===== src/rtl/watch_pkg.sv =====
// rtl/watch_pkg.sv - state encoding, timing constants and digit helpers for watch_ctrl
package watch_pkg;

   typedef enum logic [2:0] {
      ST_IDLE  = 3'd0,
      ST_RUN   = 3'd1,
      ST_LAP   = 3'd2,
      ST_PAUSE = 3'd3,
      ST_SET   = 3'd4
   } state_t;

   localparam int DEBOUNCE_CYCLES = 20;
   localparam int BLINK_HALF      = 250;

   // Tens-of-seconds (3) and tens-of-minutes (5) stop at 5; every other digit at 9.
   function automatic logic [3:0] digit_limit(input logic [2:0] idx);
      return (idx == 3'd3 || idx == 3'd5) ? 4'd5 : 4'd9;
   endfunction

   // Values at or above the limit (including non-BCD) wrap to 0; no carry.
   function automatic logic [23:0] inc_digit(input logic [23:0] val, input logic [2:0] idx);
      logic [23:0] res;
      logic [3:0]  d;
      res = val;
      d   = val[4*idx +: 4];
      if (d >= digit_limit(idx)) d = 4'd0;
      else                       d = d + 4'd1;
      res[4*idx +: 4] = d;
      return res;
   endfunction

endpackage


===== src/rtl/watch_ctrl_if.sv =====
// rtl/watch_ctrl_if.sv - one key channel: raw level in, debounced level and press pulse out
interface watch_ctrl_if;
   logic raw;
   logic level;
   logic press;

   modport deb  (input raw, output level, output press);
   modport user (output raw, input level, input press);
endinterface


===== src/rtl/key_debounce.sv =====
// rtl/key_debounce.sv - accepts a key level after DEBOUNCE_CYCLES stable samples, pulses on accepted press
module key_debounce
   import watch_pkg::*;
(
   input  logic        clk_1Khz,
   input  logic        rst,
   watch_ctrl_if.deb   key
);

   localparam int CW = $clog2(DEBOUNCE_CYCLES);

   logic [CW-1:0] cnt_q, cnt_d;
   logic          level_q, level_d;
   logic          press_q, press_d;

   always_comb begin
      cnt_d   = '0;
      level_d = level_q;
      press_d = 1'b0;
      if (key.raw != level_q) begin
         if (cnt_q == CW'(DEBOUNCE_CYCLES - 1)) begin
            level_d = key.raw;
            press_d = key.raw;
         end else begin
            cnt_d = cnt_q + 1'b1;
         end
      end
   end

   always_ff @(posedge clk_1Khz or posedge rst) begin
      if (rst) begin
         cnt_q   <= '0;
         level_q <= 1'b0;
         press_q <= 1'b0;
      end else begin
         cnt_q   <= cnt_d;
         level_q <= level_d;
         press_q <= press_d;
      end
   end

   assign key.level = level_q;
   assign key.press = press_q;

endmodule


===== src/rtl/watch_ctrl.sv =====
// rtl/watch_ctrl.sv - stopwatch control FSM: run/lap/pause/set with debounced keys
// Optional digit blinking in SET is built when WATCH_CTRL_BLINK_EN is defined.
module watch_ctrl
   import watch_pkg::*;
(
   input  logic        clk_1Khz,
   input  logic        rst,
   input  logic        key_start,
   input  logic        key_lap,
   input  logic        key_set,
   input  logic [23:0] dispbuf_in,
   output logic        EN,
   output logic        load,
   output logic [23:0] preset,
   output logic [23:0] disp_out,
   output logic [2:0]  state_o,
   output logic [2:0]  digit_sel
);

   watch_ctrl_if k_start ();
   watch_ctrl_if k_lap ();
   watch_ctrl_if k_set ();

   assign k_start.raw = key_start;
   assign k_lap.raw   = key_lap;
   assign k_set.raw   = key_set;

   key_debounce u_deb_start (.clk_1Khz(clk_1Khz), .rst(rst), .key(k_start));
   key_debounce u_deb_lap   (.clk_1Khz(clk_1Khz), .rst(rst), .key(k_lap));
   key_debounce u_deb_set   (.clk_1Khz(clk_1Khz), .rst(rst), .key(k_set));

   logic unused_levels;
   assign unused_levels = k_start.level ^ k_lap.level ^ k_set.level;

   logic set_p, start_p, lap_p;
   assign set_p   = k_set.press;
   assign start_p = k_start.press & ~k_set.press;
   assign lap_p   = k_lap.press & ~k_start.press & ~k_set.press;

   state_t      state_q, state_d;
   logic [23:0] preset_q, preset_d;
   logic [23:0] snap_q, snap_d;
   logic [2:0]  sel_q, sel_d;
   logic        load_q, load_d;
   logic [23:0] set_view;

   always_comb begin
      state_d  = state_q;
      preset_d = preset_q;
      snap_d   = snap_q;
      sel_d    = sel_q;
      load_d   = 1'b0;
      case (state_q)
         ST_IDLE: begin
            if (set_p) begin
               state_d  = ST_SET;
               preset_d = dispbuf_in;
               sel_d    = 3'd0;
            end else if (start_p) begin
               state_d = ST_RUN;
            end else if (lap_p) begin
               preset_d = '0;
               load_d   = 1'b1;
            end
         end
         ST_RUN: begin
            if (start_p) begin
               state_d = ST_PAUSE;
            end else if (lap_p) begin
               state_d = ST_LAP;
               snap_d  = dispbuf_in;
            end
         end
         ST_LAP: begin
            if (start_p) begin
               state_d = ST_PAUSE;
               snap_d  = '0;
            end else if (lap_p) begin
               state_d = ST_RUN;
               snap_d  = '0;
            end
         end
         ST_PAUSE: begin
            if (set_p) begin
               state_d  = ST_SET;
               preset_d = dispbuf_in;
               sel_d    = 3'd0;
            end else if (start_p) begin
               state_d = ST_RUN;
            end else if (lap_p) begin
               state_d  = ST_IDLE;
               preset_d = '0;
               load_d   = 1'b1;
            end
         end
         ST_SET: begin
            if (set_p) begin
               state_d = ST_IDLE;
               load_d  = 1'b1;
            end else if (start_p) begin
               sel_d = (sel_q == 3'd5) ? 3'd0 : sel_q + 3'd1;
            end else if (lap_p) begin
               preset_d = inc_digit(preset_q, sel_q);
            end
         end
         default: state_d = ST_IDLE;
      endcase
   end

   always_ff @(posedge clk_1Khz or posedge rst) begin
      if (rst) begin
         state_q  <= ST_IDLE;
         preset_q <= '0;
         snap_q   <= '0;
         sel_q    <= 3'd0;
         load_q   <= 1'b0;
      end else begin
         state_q  <= state_d;
         preset_q <= preset_d;
         snap_q   <= snap_d;
         sel_q    <= sel_d;
         load_q   <= load_d;
      end
   end

`ifdef WATCH_CTRL_BLINK_EN
   logic [7:0] blink_cnt_q, blink_cnt_d;
   logic       blank_q, blank_d;

   // Phase restarts on any digit_sel change so the newly selected digit starts visible.
   always_comb begin
      blink_cnt_d = blink_cnt_q + 8'd1;
      blank_d     = blank_q;
      if (state_q != ST_SET || sel_d != sel_q) begin
         blink_cnt_d = '0;
         blank_d     = 1'b0;
      end else if (blink_cnt_q == 8'(BLINK_HALF - 1)) begin
         blink_cnt_d = '0;
         blank_d     = ~blank_q;
      end
   end

   always_ff @(posedge clk_1Khz or posedge rst) begin
      if (rst) begin
         blink_cnt_q <= '0;
         blank_q     <= 1'b0;
      end else begin
         blink_cnt_q <= blink_cnt_d;
         blank_q     <= blank_d;
      end
   end

   always_comb begin
      set_view = preset_q;
      if (blank_q) set_view[4*sel_q +: 4] = 4'hF;
   end
`else
   assign set_view = preset_q;
`endif

   always_comb begin
      case (state_q)
         ST_LAP:  disp_out = snap_q;
         ST_SET:  disp_out = set_view;
         default: disp_out = dispbuf_in;
      endcase
   end

   assign EN        = (state_q == ST_RUN) || (state_q == ST_LAP);
   assign load      = load_q;
   assign preset    = preset_q;
   assign state_o   = state_q;
   assign digit_sel = sel_q;

endmodule


===== config.mk =====
export PLATFORM = sky130hd
export DESIGN_NAME = watch_ctrl
export DESIGN_NICKNAME = d
export VERILOG_FILES = /design/src/rtl/watch_pkg.sv /design/src/rtl/watch_ctrl_if.sv /design/src/rtl/key_debounce.sv /design/src/rtl/watch_ctrl.sv
export SDC_FILE = /design/constraint.sdc
export NUM_CORES = 1
export LEC_CHECK = 0
export CORE_MARGIN = 3
export CORE_UTILIZATION = 45
export DETAILED_ROUTE_END_ITERATION = 10
export PLACE_DENSITY = 0.7
export SETUP_SLACK_MARGIN = 0.05
export SYNTH_ARGS = -nofsm -noshare
export SYNTH_HDL_FRONTEND = slang
export SYNTH_HIERARCHICAL = 1
export SYNTH_SLANG_ARGS = --single-unit
export TNS_END_PERCENT = 10

===== constraint.sdc =====
create_clock -name clk_1Khz -period 6.6 [get_ports clk_1Khz]
set_clock_uncertainty 0.2 [all_clocks]
set_input_delay 1.32 -clock clk_1Khz [delete_from_list [all_inputs] [get_ports clk_1Khz]]
set_output_delay 1.32 -clock clk_1Khz [all_outputs]
set_load 0.01 [all_outputs]

# After elaboration in Yosys (flattened, before gate mapping)
# Index checks and enable logic that the tools add are counted.
dict set report word_totals {
  input_bits 29
  word_cells 119
  out_inout_bits 56
  ff_bits 76
}
dict set report op_classes {
  n_eq_ne 26
  n_mux 51
  n_reduce_logical 13
  magnitude_cmp 1
  bitwise_logic 5
  n_addsub 6
  n_shift 3
}
# operator n
set op_table {}
lappend op_table {{$mux W24} 9}
lappend op_table {{$pmux W24 S2} 3}
lappend op_table {{$mux W3} 13}
lappend op_table {{$neg A5 Y34} 1}
lappend op_table {{$shift A4 B34 Y24 const A} 1}
lappend op_table {{$shiftx A4 B34 Y24} 1}
lappend op_table {{$mux W5} 6}
lappend op_table {{$bwmux W24} 1}
lappend op_table {{$mux W4} 6}
lappend op_table {{$shiftx A24 B6 Y4} 1}
lappend op_table {{$add A5 B1 Y5 const B} 3}
lappend op_table {{$eq A5 B5 Y1 const B} 3}
lappend op_table {{$pmux W3 S5} 1}
lappend op_table {{$ne A2 B2 Y1 const B} 6}
lappend op_table {{$mux W1} 10}
lappend op_table {{$eq A3 B2 Y1 const B} 3}
lappend op_table {{$reduce_and A4 Y1} 2}
lappend op_table {{$eq A3 B3 Y1 const B} 2}
lappend op_table {{$ne A3 B2 Y1 const B} 2}
lappend op_table {{$ne A3 B3 Y1 const B} 2}
lappend op_table {{$pmux W3 S2} 1}
lappend op_table {{$reduce_and A2 Y1} 3}
lappend op_table {{$reduce_and A6 Y1} 1}
lappend op_table {{$reduce_and A5 Y1} 1}
lappend op_table {{15 further kinds} 23}

# Longest topological paths before layout
# Gate-level depths: netlist of run 1.
dict set report depth {
  ltp_word 15
  depth_mapped 13
  depth_no_buf 11
}

# Hierarchy
# The synthesis of run 1 kept the hierarchy.
# module cells_each area_each_um2 instances seq_area_each_um2
set modules_own_cells {}
lappend modules_own_cells {watch_ctrl 436 3653.5 1 1376.3}
lappend modules_own_cells {key_debounce 28 336.6 3 175.2}

# Worst setup path before layout of run 1
# No wires, ideal clock.
dict set report synth_timing {
  path_kind {input-to-output}
  startpoint {input dispbuf_in[23]}
  endpoint {output disp_out[23]}
  path_slack_ns 3.416
  required_ns 5.080
  path_stages 1
  arrival_time_ns 1.664
  path_cell_list {a221o_1}
}
dict set report synth_via {
  elab_chain_cells 1
}
# item line
set synth_rtl {}
lappend synth_rtl {{start, declared} watch_ctrl.sv:11} ;# input logic [23:0] dispbuf_in,
lappend synth_rtl {{$pmux W24 S2} watch_ctrl.sv:162} ;# case (state_q)
lappend synth_rtl {{end, declared} watch_ctrl.sv:15} ;# output logic [23:0] disp_out,
# No other way between the ends.

# Final worst setup path of run 1
dict set report layout_timing {
  startpoint {register state_q[0], in the netlist state_o[0]}
  endpoint {output disp_out[23]}
}
dict set report layout_via {
  elab_chain_cells 2
  word_cells_on_any_way 3
  classes_between {2 x eq/ne; 1 x mux}
}
# item line
set layout_rtl {}
lappend layout_rtl {{start, declared} watch_ctrl.sv:40} ;# state_t state_q, state_d;
lappend layout_rtl {{start signal, assigned} watch_ctrl.sv:118} ;# state_q <= state_d;
lappend layout_rtl {{$eq A3 B3 Y1 / $eq A3 B2 Y1 (equally long branches)} watch_ctrl.sv:162}
lappend layout_rtl {{$pmux W24 S2 *} watch_ctrl.sv:162}
# Every way passes the cells marked *; elsewhere a longest branch is shown, timed or not.

==> impl_metrics.json, run 1 <==
{
  "p_leak_nw": 2.58,
  "die-area_sq_um": 11600,
  "ctsHoldBuffers": 0,
  "clock_path_buffers": 2,
  "synth_simple_gate_area_share": 0.246,
  "synth_xor_area_frac": 0.0113,
  "drt_iter0_markers": 321,
  "wire_per_inst_um": 17.1,
  "synth_area_sq_um": 4660,
  "synth_edf_count": 0,
  "ys.flop_type": "dfrtp_1",
  "cts_buffers": 9,
  "grt_pass1_wl_um": 20800,
  "grt.overflow.total": 0,
  "drt_pass1_iterations": 5,
  "wl_um": 12500,
  "critical_path.max_stage_delay_ns": 0.56,
  "synth_nets": 561,
  "slew_headroom": 0.351,
  "ys_seq_area_frac": 0.408,
  "synth_compound_area_frac": 0.178,
  "grtUsageTotal": 0.227,
  "drt_drc_violations_left": 0,
  "antenna_left": 0,
  "finalCriticalPeriod_ns": 4.56,
  "post-synth-top-area-cell": "dfrtp_1",
  "cp_max_fo": 27,
  "finalNetCount": 634,
  "busiest_layer": "met2",
  "worstReg2RegEnd": "preset[4]$_DFFE_PP0P_",
  "max_cap_violations": 0,
  "syn_area_per_cell_sq_um": 8.97,
  "cts_tree": "built",
  "use_met1": 0.313,
  "worstHoldPathCells": 1,
  "cts_max_level": 3,
  "grt_pass1_vias": 4135,
  "root_buffer": "clkbuf_8",
  "n_fill_cell": 912,
  "holdPathEnd": "u_deb_lap/cnt_q[0]$_DFF_PP0_",
  "fin_util": 0.587,
  "end_kind": "primary output",
  "io_buffers": 84,
  "synth_top_family_by_area": "simple AND/OR/NAND/NOR gates",
  "grt_use_met2": 0.357,
  "finalMaxSlewViolations": 0,
  "synth-seq-cells": 76,
  "gp_congestion": 0.897,
  "diodes": 0,
  "fp.coreArea_sq_um": 9910,
  "required_ns": 5.08,
  "clkTransAtPathRegs_ns": 0.08,
  "rows": 36,
  "min-delay-path-class": "reg -> reg",
  "power_density_nw_per_um2": 179,
  "area_growth_pct": 24.8,
  "synth_area_leaders": "dfrtp_1 (41%), nand2_1 (7.5%), mux2i_1 (4.3%)",
  "hold_violations": 0,
  "initial_utilization": 0.471,
  "worstMarginPinSlew_ns": 0.974,
  "die_x_um": 108,
  "grt_max_degree": 56,
  "muxShareOfSynthArea": 0.0695,
  "cp_slowest_cell": "nor2_1",
  "rsz0062_at_grt": "no",
  "clkSinkCount": 76,
  "hold_start": "u_deb_lap/cnt_q[0]$_DFF_PP0_",
  "crit_type": "reg -> out",
  "cp.arrival_ns": 3.04,
  "postCtsSetupBuffers": 0,
  "fin_tns_setup_ns": 0,
  "status": "completed",
  "r2r_cells": 10,
  "dp_hpwl_um": 8830,
  "antenna_found_initial": 0,
  "via_per_inst": 5.76,
  "report.final.setup_viol": 0,
  "reg2reg_slack_ns": 2.90,
  "path_cells": "nor2_1 > and2_1 > buf_4 > nor2_1 > buf_4 > a221o_1 > clkdlybuf4s50_1",
  "fp.dieH_um": 108,
  "vias": 4213,
  "peakVddDrop_v": 0.0000981,
  "max_freq_mhz": 219,
  "r2r-start": "digit_sel[0]$_DFFE_PP0P_",
  "cp-start-kind": "flip-flop",
  "synthCells": 520,
  "synthAdderAreaFrac": 0.0322,
  "yosysTopAreaCellShare": 0.408,
  "grtUsageMet3": 0.0354,
  "drive_gt1_frac": 0.0886,
  "async_flop_share": 1.00,
  "clk_latency_ns": 0.36,
  "cts_resized": 0,
  "synth_warnings": 6,
  "finalCritPeriodShare": 0.691,
  "pin_count": 85,
  "synth_cell_type_count": 57
}
## per-layer routing
metal  vias up  part of all wire
met4         0             0.021
met2       133              0.48
met5         -                 0
li1       1994                 -
met1      2059              0.45
met3        27             0.050
## kinds of logic after synthesis
family / Yosys count
AND/OR/NAND/NOR: 219
multiplexers: 28
adder cells (fa/ha/maj): 12
AO/OA/AOI/OAI: 121
XOR/XNOR: 6
flip-flops: 76
buffers and inverters: 58
## critical path: cells and delay by family, from the launching register on
| family | cells | cell delay (ns) |
|---|---|---|
| flops | 1 | 0.55 |
| compound gates | 1 | 0.16 |
| simple gates | 3 | 0.87 |
| buf+inv | 3 | 1.09 |
## cell usage in the layout, fill, tap and decap left out, drive strengths merged, types with 18 or more instances in the layout
cell and count:
a21oi 21, a22oi 18, clkdlybuf4s50 84, dfrtp 76
inv 29, mux2i 20, nand2 95, nand3 18
nor2 30, o21ai 40
## state kept, by name (all words and copies together) (netlist names)
name / flops
load: 1
preset: 24
snap_q: 24
u_deb_lap/key.press: 1
u_deb_lap/key.level: 1
digit_sel: 3
u_deb_start/key.press: 1
state_o: 3
u_deb_start/key.level: 1
u_deb_start/cnt_q: 5
u_deb_set/key.press: 1
u_deb_set/cnt_q: 5
u_deb_set/key.level: 1
u_deb_lap/cnt_q: 5
## where the power goes
part | leakage, nW | switching [mW] | total, mW | internal (mW)
Combinational | 1.65 | 0.0583 | 0.123 | 0.0651
Clock | 0.115 | 0.180 | 0.429 | 0.250
Sequential | 0.812 | 0.0136 | 0.490 | 0.477
## cell type report
class / count / area [sq um] / area share
Clock buffer: 9 / 124 / 0.0213
Clock inverter: 7 / 115 / 0.0198
Tap cell: 133 / 166 / 0.0286
Multi-Input combinational cell: 386 / 2510 / 0.431
Timing Repair Buffer: 91 / 893 / 0.154
Inverter: 29 / 109 / 0.0187
Sequential cell: 76 / 1900 / 0.327
## cells in the mapped netlist, types with 4 or more instances
cell type and number:
a211oi_1 4, a21oi_1 18, a221o_1 6, a22oi_1 18, and3_1 10, and3b_1 4
buf_2 9, clkbuf_1 15, dfrtp_1 76, ha_1 12, inv_1 29, mux2i_1 20
nand2_1 93, nand2b_1 7, nand2b_4 4, nand3_1 17, nand3b_1 5, nand4_1 16
nor2_1 29, nor2b_1 7, nor3_1 5, o21ai_0 31, o21ai_1 9, o221ai_1 14
## how the worst max path moves through the flow
stage	start	end	slack [ns]	depth (start not counted)
floorplan	dispbuf_in[23]	disp_out[23]	3.42	1
global placement	dispbuf_in[6]	disp_out[6]	2.48	3
detailed placement	state_o[0]$_DFFE_PP0P_	disp_out[23]	2.44	7
CTS	state_o[0]$_DFFE_PP0P_	disp_out[23]	2.06	7
global route	state_o[0]$_DFFE_PP0P_	disp_out[23]	1.84	7
finish	state_o[0]$_DFFE_PP0P_	disp_out[23]	2.04	7
## stage by stage
step	cell area (sq um)	hold slack [ns]	instances	setup slack (ns)	power [mW]
2_1_floorplan	4660	0.244	520	3.42	0.555
3_3_place_gp	5580	0.256	715	2.48	0.621
3_5_place_dp	5580	0.262	715	2.44	0.623
4_1_cts	5820	0.278	731	2.06	1.05
5_1_grt	5820	0.308	731	1.84	1.08
6_report	5820	0.274	731	2.04	1.04
(Power assumes the default switching activity.)
==> inputs of run 2 (changes only) <==
PLACE_DENSITY = 0.73   (was 0.7)
clock period = 3.8 ns   (was 6.6 ns; I/O delays follow)
==> run 2 against run 1 <==
Against the previous run:
- non-clock buffer count rose by 5
- clock power grew 66%
- first-iteration DRC count down 6.9%
- register-to-register slack worse by 2.3 ns
- critical endpoint is now disp_out[3]
- largest power group unchanged
- highest routed layer unchanged
==> impl_metrics.json, run 2 (synthesized netlist as in run 1, its figures left out) <==
{
  "rows": 36,
  "diodes": 0,
  "multiInputGateArea_sq_um": 2510,
  "final_cell_mix": "nand2_1 (93), clkdlybuf4s50_1 (84), dfrtp_1 (76)",
  "regArea_sq_um": 1900,
  "finalCritPeriodShare": 0.898,
  "power_density_nw_per_um2": 305,
  "sequentialPowerShare": 0.478,
  "die_x_um": 108,
  "grt_pass1_vias": 4322,
  "clock_path_buffers": 2,
  "p_int_mw": 1.34,
  "n_fill_cell": 895,
  "wire_per_inst_um": 17.4,
  "worstMarginPinSlew_ns": 0.624,
  "dp_hpwl_um": 9400,
  "clkTransAtPathRegs_ns": 0.08,
  "finalNetCount": 639,
  "area_growth_pct": 25.5,
  "drt_pass1_iterations": 5,
  "clkSinkCount": 76,
  "switching_share": 0.251,
  "required_ns": 2.84,
  "clock_power_share": 0.400,
  "p_leak_nw": 2.60,
  "cts_resized": 0,
  "initial_utilization": 0.471,
  "gp_congestion": 0.884,
  "dp.cells": 720,
  "end_kind": "primary output",
  "report.final.setup_viol": 0,
  "finalCriticalPeriod_ns": 3.41,
  "grt.overflow.total": 0,
  "wl_met1_um": 5720,
  "status": "completed",
  "grt_pass1_wl_um": 21600,
  "ctsHoldBuffers": 0,
  "fp.coreArea_sq_um": 9910,
  "cp_max_fo": 13,
  "switchingPower_mw": 0.447,
  "pin_count": 85,
  "antenna_found_initial": 0,
  "fp.dieH_um": 108,
  "slew_headroom": 0.579,
  "grtUsageTotal": 0.232,
  "io_buffers": 84,
  "max_freq_mhz": 293,
  "postCtsSetupBuffers": 0,
  "wl_um": 12800,
  "drive_gt1_frac": 0.0995,
  "antenna_left": 0,
  "vias": 4203,
  "cts_buffers": 9,
  "top_layer_used": "met4",
  "die-area_sq_um": 11600,
  "finalMaxSlewViolations": 0,
  "final_common_cell": "nand2_1",
  "min-delay-path-class": "reg -> reg",
  "cp.arrival_ns": 2.45,
  "fin_tns_setup_ns": 0,
  "root_buffer": "clkbuf_8",
  "hold_violations": 0,
  "crit_type": "reg -> out",
  "drt_iter0_markers": 299,
  "max_cap_violations": 0,
  "cts_max_level": 3,
  "wl_met3_um": 788,
  "drt_drc_violations_left": 0,
  "met2_length_um": 6050,
  "clk_latency_ns": 0.35,
  "peakVddDrop_v": 0.000161,
  "layout.cells.non_filler": 736,
  "cts_tree": "built",
  "combPwrFrac": 0.122,
  "via_per_inst": 5.71,
  "rsz0062_at_grt": "no",
  "cp-start-kind": "flip-flop",
  "grt_max_degree": 49
}
run 2: changes by cell type in the layout (fill, tap and decap cells not counted), sizes merged:
cell      change
inv           +1
clkinv        +1
buf           +5
bufinv        -1
clkinvlp      -2
clkbuf        +1
run 2: critical path, stage by stage, from the launching register on:
cell and delay (ns):
dfrtp_1 0.51, nor2_1 0.24, nand2_1 0.28, buf_4 0.29, nor2_1 0.10, a221o_1 0.13, clkdlybuf4s50_1 0.55
run 2: final timing paths:
check                                            endpoint                          from  depth (start not counted)  slack, ns
max                                           disp_out[3]        state_o[0]$_DFFE_PP0P_                          6       0.39
min                          u_deb_set/cnt_q[0]$_DFF_PP0_  u_deb_set/cnt_q[0]$_DFF_PP0_                          1       0.27
max reg2reg                        preset[12]$_DFFE_PP0P_      digit_sel[0]$_DFFE_PP0P_                         10       0.58
min reg2reg                  u_deb_set/cnt_q[0]$_DFF_PP0_  u_deb_set/cnt_q[0]$_DFF_PP0_                          1       0.27
max in group asynchronous          preset[14]$_DFFE_PP0P_                           rst                          3       2.05
min in group asynchronous  u_deb_start/cnt_q[3]$_DFF_PP0_                           rst                          2       0.57
run 2: power groups by stage:
stage / clock, mW / combinational [mW] / sequential, mW
after global placement: 0 / 0.212 / 0.867
after CTS: 0.723 / 0.220 / 0.852
after floorplan: 0 / 0.0996 / 0.864
after global routing: 0.754 / 0.239 / 0.856
after detailed placement: 0 / 0.218 / 0.868
final: 0.713 / 0.217 / 0.853
run 2: final cells by class:
| class | count | share of cell area |
|---|---|---|
| tap | 133 | 0.0284 |
| multi-input combinational | 386 | 0.429 |
| clock inverter | 6 | 0.0162 |
| timing repair buffer | 96 | 0.159 |
| inverter | 29 | 0.0186 |
| sequential | 76 | 0.325 |
| clock buffer | 10 | 0.0235 |
run 2: stage by stage:
stage	hold WS [ns]	total power, mW	setup WS (ns)	area, sq um	utilization
after floorplan	0.244	0.964	0.915	4660	-
after global placement	0.255	1.08	0.762	5620	0.567
after detailed placement	0.265	1.09	0.633	5620	0.567
after CTS	0.275	1.79	0.407	5850	0.591
after global routing	0.292	1.85	0.235	5850	0.591
final	0.272	1.78	0.386	5850	0.591
run 2: metal layers:
| layer | track usage | vias up |
|---|---|---|
| li1 | - | 2000 |
| met1 | 0.319 | 2027 |
| met2 | 0.372 | 153 |
| met3 | 0.0378 | 23 |
| met4 | 0.0748 | 0 |
| met5 | 0 | - |
==> inputs of run 3 (changes only) <==
CAP_MARGIN = 20   (was not set)
HOLD_SLACK_MARGIN = 0.05   (was not set)
==> results of run 3 <==
Same layout as run 2: the final DEF is identical, and so are final timing and power.
